===== src/rtl/ttuart_tx_arbiter_if.sv =====
// Requester-side and TX-side handshake bundle for ttuart_tx_arbiter (optional req_last under TTUART_ARB_LOCK_EN).
// Latency: none, wires only.
// Backpressure: req_ready is driven by the arbiter (slave); tx_data_done is driven by the TX serializer.
interface ttuart_tx_arbiter_if #(
   parameter int NUM_REQ = 4
);
   logic [NUM_REQ-1:0]   req_valid;
   logic [8*NUM_REQ-1:0] req_data;
   logic [NUM_REQ-1:0]   req_ready;
`ifdef TTUART_ARB_LOCK_EN
   logic [NUM_REQ-1:0]   req_last;
`endif
   logic                 tx_do;
   logic [7:0]           tx_data;
   logic                 tx_data_done;

   // Arbiter view: consumes requests, drives the TX launch.
   modport slave (
`ifdef TTUART_ARB_LOCK_EN
      input  req_last,
`endif
      input  req_valid,
      input  req_data,
      output req_ready,
      output tx_do,
      output tx_data,
      input  tx_data_done
   );

   // Environment view: requesters plus the TX serializer.
   modport master (
`ifdef TTUART_ARB_LOCK_EN
      output req_last,
`endif
      output req_valid,
      output req_data,
      input  req_ready,
      input  tx_do,
      input  tx_data,
      output tx_data_done
   );
endinterface


===== src/rtl/ttuart_tx_arbiter.sv =====
// Round-robin sharing of one 8N1 UART TX among NUM_REQ byte requesters; TTUART_ARB_LOCK_EN adds multi-byte grant locking.
// Latency: tx_do one cycle after accept; consecutive launches are at least frame time + 2 cycles apart.
// Backpressure: req_ready only in IDLE with the TX idle; a WAIT_BUSY timeout of 4 cycles drops the frame.
module ttuart_tx_arbiter #(
   parameter  int NUM_REQ = 4,   // legal range 2..8; must match the interface NUM_REQ
   parameter  int CNT_W   = 16,
   localparam int IDX_W   = $clog2(NUM_REQ)
) (
   input  logic               clk,
   input  logic               rst_n,
   ttuart_tx_arbiter_if.slave bus,
   output logic [IDX_W-1:0]   grant_idx,
   output logic               busy,
   output logic [CNT_W-1:0]   sent_cnt
);

   localparam logic [1:0] ST_IDLE      = 2'd0;
   localparam logic [1:0] ST_LAUNCH    = 2'd1;
   localparam logic [1:0] ST_WAIT_BUSY = 2'd2;
   localparam logic [1:0] ST_WAIT_DONE = 2'd3;

   localparam logic [IDX_W-1:0] RR_RST = IDX_W'(NUM_REQ - 1);

   logic [1:0]       state;
   logic [IDX_W-1:0] rr_ptr;
   logic [1:0]       wb_cnt;      // cycles spent in WAIT_BUSY with the TX still idle
   logic             tx_do_q;
   logic [7:0]       tx_data_q;
   logic             win_found;
   logic [IDX_W-1:0] win_idx;
   logic [IDX_W-1:0] cand;
   logic             accept;
`ifdef TTUART_ARB_LOCK_EN
   logic             lock;
`endif

   // Round-robin search starting just after the last served requester; a held lock pins the search.
   always_comb begin
      win_found = 1'b0;
      win_idx   = '0;
      cand      = '0;
      for (int i = 1; i <= NUM_REQ; i++) begin
         cand = IDX_W'((int'(rr_ptr) + i) % NUM_REQ);
         if (!win_found && bus.req_valid[cand]) begin
            win_found = 1'b1;
            win_idx   = cand;
         end
      end
`ifdef TTUART_ARB_LOCK_EN
      if (lock) begin
         win_found = bus.req_valid[grant_idx];
         win_idx   = grant_idx;
      end
`endif
   end

   assign accept        = (state == ST_IDLE) && bus.tx_data_done && win_found;
   assign bus.req_ready = accept ? (NUM_REQ'(1) << win_idx) : '0;
   assign bus.tx_do     = tx_do_q;
   assign bus.tx_data   = tx_data_q;
   assign busy          = (state != ST_IDLE);

   // Frame-tracking FSM, launch strobe, captured byte and completion counter.
   always_ff @(posedge clk or negedge rst_n) begin
      if (!rst_n) begin
         state     <= ST_IDLE;
         rr_ptr    <= RR_RST;
         wb_cnt    <= '0;
         tx_do_q   <= 1'b0;
         tx_data_q <= 8'h00;
         grant_idx <= '0;
         sent_cnt  <= '0;
`ifdef TTUART_ARB_LOCK_EN
         lock      <= 1'b0;
`endif
      end else begin
         tx_do_q <= 1'b0;
         case (state)
            ST_IDLE: begin
               if (accept) begin
                  tx_data_q <= bus.req_data[{win_idx, 3'b000} +: 8];
                  grant_idx <= win_idx;
                  rr_ptr    <= win_idx;
                  tx_do_q   <= 1'b1;
                  state     <= ST_LAUNCH;
`ifdef TTUART_ARB_LOCK_EN
                  // Arbitration only runs in IDLE, so setting the lock from req_last now is
                  // equivalent to releasing it when a last byte completes.
                  lock      <= ~bus.req_last[win_idx];
`endif
               end
            end
            ST_LAUNCH: begin
               wb_cnt <= '0;
               state  <= ST_WAIT_BUSY;
            end
            ST_WAIT_BUSY: begin
               if (!bus.tx_data_done) begin
                  state <= ST_WAIT_DONE;
               end else if (wb_cnt == 2'd3) begin
                  // TX never picked the byte up: drop the frame without counting it.
                  state <= ST_IDLE;
`ifdef TTUART_ARB_LOCK_EN
                  lock  <= 1'b0;
`endif
               end else begin
                  wb_cnt <= wb_cnt + 2'd1;
               end
            end
            ST_WAIT_DONE: begin
               if (bus.tx_data_done) begin
                  sent_cnt <= sent_cnt + 1'b1;
                  state    <= ST_IDLE;
               end
            end
            default: state <= ST_IDLE;
         endcase
      end
   end

endmodule

===== src/flat_wrapper.sv =====
// flat-port wrapper written by rule: the top's interface ports become plain ports
module ttuart_tx_arbiter_flat 
#(
   parameter  int NUM_REQ = 4,                                                        
   parameter  int CNT_W   = 16,
   localparam int IDX_W   = $clog2(NUM_REQ)
)
  (clk, rst_n, grant_idx, busy, sent_cnt, bus_req_valid, bus_req_data, bus_req_ready, bus_tx_do, bus_tx_data, bus_tx_data_done);
  ttuart_tx_arbiter_if #(.NUM_REQ(NUM_REQ)) bus_i ();
  input  logic clk;
  input  logic rst_n;
  output logic [IDX_W-1:0] grant_idx;
  output logic busy;
  output logic [CNT_W-1:0] sent_cnt;
  input wire logic [$bits(bus_i.req_valid)-1:0] bus_req_valid;
  input wire logic [$bits(bus_i.req_data)-1:0] bus_req_data;
  output wire logic [$bits(bus_i.req_ready)-1:0] bus_req_ready;
  output wire logic [$bits(bus_i.tx_do)-1:0] bus_tx_do;
  output wire logic [$bits(bus_i.tx_data)-1:0] bus_tx_data;
  input wire logic [$bits(bus_i.tx_data_done)-1:0] bus_tx_data_done;
  assign bus_i.req_valid = bus_req_valid;
  assign bus_i.req_data = bus_req_data;
  assign bus_req_ready = bus_i.req_ready;
  assign bus_tx_do = bus_i.tx_do;
  assign bus_tx_data = bus_i.tx_data;
  assign bus_i.tx_data_done = bus_tx_data_done;
  ttuart_tx_arbiter #(.NUM_REQ(NUM_REQ), .CNT_W(CNT_W)) u_core (.clk(clk), .rst_n(rst_n), .bus(bus_i), .grant_idx(grant_idx), .busy(busy), .sent_cnt(sent_cnt));
endmodule

===== config.mk =====
export PLATFORM = sky130hd
export DESIGN_NAME = ttuart_tx_arbiter_flat
export DESIGN_NICKNAME = d
export VERILOG_FILES = /design/src/rtl/ttuart_tx_arbiter_if.sv /design/src/rtl/ttuart_tx_arbiter.sv /design/src/flat_wrapper.sv
export SDC_FILE = /design/constraint.sdc
export NUM_CORES = 1
export LEC_CHECK = 0
export CAP_MARGIN = 15
export CORE_UTILIZATION = 37
export DETAILED_ROUTE_END_ITERATION = 8
export GPL_TIMING_DRIVEN = 1
export PLACE_DENSITY_LB_ADDON = 0.12
export SKIP_CTS_REPAIR_TIMING = 1
export SYNTH_ARGS = -nofsm -noshare
export SYNTH_HDL_FRONTEND = slang
export SYNTH_SLANG_ARGS = --single-unit

===== constraint.sdc =====
create_clock -name clk -period 2.51 [get_ports clk]
set_input_delay 0.251 -clock clk [delete_from_list [all_inputs] [get_ports clk]]
set_output_delay 0.251 -clock clk [all_outputs]
set_load 0.01 [all_outputs]

==> metrics.txt <==
status complete, no violations; Cell Rows 24; crit path time final 2.39 ns; Critical Path Start Type primary input; cell family with most CP delay buffers and inverters; CP endpoint kind output port; Seq/Total Area, Yosys 0.489; CTS clock-pin slew for the worst setup and hold paths 0.07 ns; initial antenna violation count 0; Worst Tran Pin Value 0.430 ns; Yosys reg bits 33; via/cell ratio 5.07; Static Leak 1.17 nW; Post-Route WL 4370 um; Max Cap Viol 0; PortBufs 70; die area 4850 um^2; Pwr Density 890 nW/um^2; nets 282; worst relative slew slack 0.713; total global routing overflow 0; antenna viol nets, final 0; Cells after Synth 158; CTS Buf Count 5; Root Buffer clkbuf_8; drt pass-1 iters 4; final hold viol count 0; Die X 69.6 um; Worst R2R Start u_core.rr_ptr[1]; CP Buf/Inv Count 2; Crit Path Max Fanout 8; largest net degree at the start of global routing 34; Worst VDD drop 0.000424 V; area delta synth->final 55.9%; crit path from bus_req_valid[3]; Hold WC Path Type primary input to asynchronous set/reset pin; ANT cells 0; Worst EP arrival 2.14 ns; GR Util All Layers 0.195; crit path cell chain clkdlybuf4s50_1, nor2b_1, a21oi_2, o221ai_4, and3_1, clkdlybuf4s50_1; Worst Skew 0.00992 ns; Max Clk Rate 0.418 GHz; syn nets 199; total number of vias 1,490; global-route wire length before repair 7420 um; share of post-route cells with drive strength above 1 0.124; RSZ-0062 raised after global routing no; commonest non-fill, non-tap cells in the layout clkdlybuf4s50_1, dfrtp_1, nand2_1; Worst EP required 2.26 ns; GP Congestion 0.819; Crit path top cell by count clkdlybuf4s50_1; setup TNS 0 ns; HPWL Detailed 3290 um; CP peak stage delay 0.57 ns; Initial Utilization 0.386; mapped cell area 1690 um^2; fin util 0.602; WS Path Type primary input to output port; die height 69.6 um; placeable core area 4380 um^2; mean post-synth cell area 10.7 um^2; fin. max-slew vios 0; boundary pin count 71; Sink Count 33; DRC Markers 0; crit share post-route 0.954; First DRT Iteration DRCs 50; most common cell after layout, fill and taps aside clkdlybuf4s50_1; vias in the first global route 1,588; final setup violating endpoints 0; Slowest cell on crit path clkdlybuf4s50_1; worst-case clock buffer depth 2; synth warn 0; Netlist cell types 34; CTS tree yes; # H-tree levels 2; WL per Instance 14.9 um; later-pin clock latency in the skew report 0.29 ns
path summary, 6_finish.rpt:
path | to | slack (ns) | depth (start not counted)
max | bus_req_ready[3] | 0.12 | 6
max in group asynchronous | u_core.rr_ptr[1] | 1.80 | 2
min reg2reg | u_core.sent_cnt[15] | 0.47 | 1
max reg2reg | u_core.bus.tx_data[4] | 0.67 | 6
min | u_core.bus.tx_data[4] | 0.37 | 2
min in group clk | u_core.sent_cnt[15] | 0.47 | 1
per-layer routing:
layer,GRT usage,share of wire,up-vias
met3,0.0436,0.044,7
li1,-,-,727
met5,0,0,-
met4,0.0778,0.017,0
met1,0.224,0.41,717
met2,0.348,0.53,39
Yosys cell counts, drive strengths merged:
cell type   n  share of area
and3        3          0.011
xnor2       9          0.047
a211oi      1         0.0044
nand2      22          0.050
nand4       3          0.015
mux2        1         0.0067
clkinv      1         0.0022
dfrtp      31           0.46
o211ai      2         0.0089
o221ai      9          0.057
clkbuf      1         0.0022
nor3        6          0.027
nor2        9          0.020
o22ai       1         0.0037
a21oi       4          0.014
buf         2          0.012
inv         5          0.011
and2        1         0.0037
nand3       7          0.021
ha          2          0.015
o21a        3          0.013
mux2i      17           0.10
nor2b       2         0.0074
o21ai       3         0.0089
dfstp       2          0.031
nand2b      5          0.018
xor2        6          0.031
where the power goes:
group / internal (mW) / switching (mW)
Combinational: 0.552 / 0.420
Sequential: 0.702 / 0.150
Clock: 0.323 / 0.201
layout make-up:
cell class / count / area (um^2)
Clock buffer: 6 / 82.6
Sequential cell: 33 / 828
Clock inverter: 2 / 37.5
Timing Repair Buffer: 79 / 771
Multi-Input combinational cell: 116 / 830
Tap cell: 52 / 65.1
Fill cell: 385 / 1740
Inverter: 6 / 26.3
cell families after synthesis:
logic type / count (synthesis) / share of synthesized area
compound gates: 23 / 0.110
xor+xnor: 15 / 0.0776
fa+ha+maj: 2 / 0.0148
buf+inv: 9 / 0.0273
flops: 33 / 0.489
mux: 18 / 0.107
simple gates: 58 / 0.174
metrics by stage:
| step | total power, mW | hold slack (ns) | instances | instance area [um^2] | setup slack, ns |
|---|---|---|---|---|---|
| final | 2.35 | 0.365 | 294 | 2640 | 0.116 |
| after global placement | 1.77 | 0.459 | 284 | 2490 | 0.157 |
| after CTS | 2.35 | 0.389 | 292 | 2610 | 0.0635 |
| after detailed placement | 1.82 | 0.463 | 284 | 2490 | 0.110 |
| after floorplan | 1.35 | -0.0446 | 158 | 1690 | 0.827 |
| after global routing | 2.51 | 0.418 | 294 | 2640 | 0.00644 |
state kept, by name, indices dropped and copies added, names as in the netlist:
register / cells
u_core.rr_ptr: 2
u_core.state: 2
u_core.bus.tx_do: 1
u_core.wb_cnt: 2
u_core.sent_cnt: 16
u_core.bus.tx_data: 8
u_core.grant_idx: 2
worst reg2reg max path: cells and delay by family, from the launching register on:
family,cells,cell delay [ns]
mux,1,0.23
compound gates,3,0.50
buf+inv,1,0.25
flops,1,0.60
simple gates,1,0.14
Power figures use the tool's default switching activity.
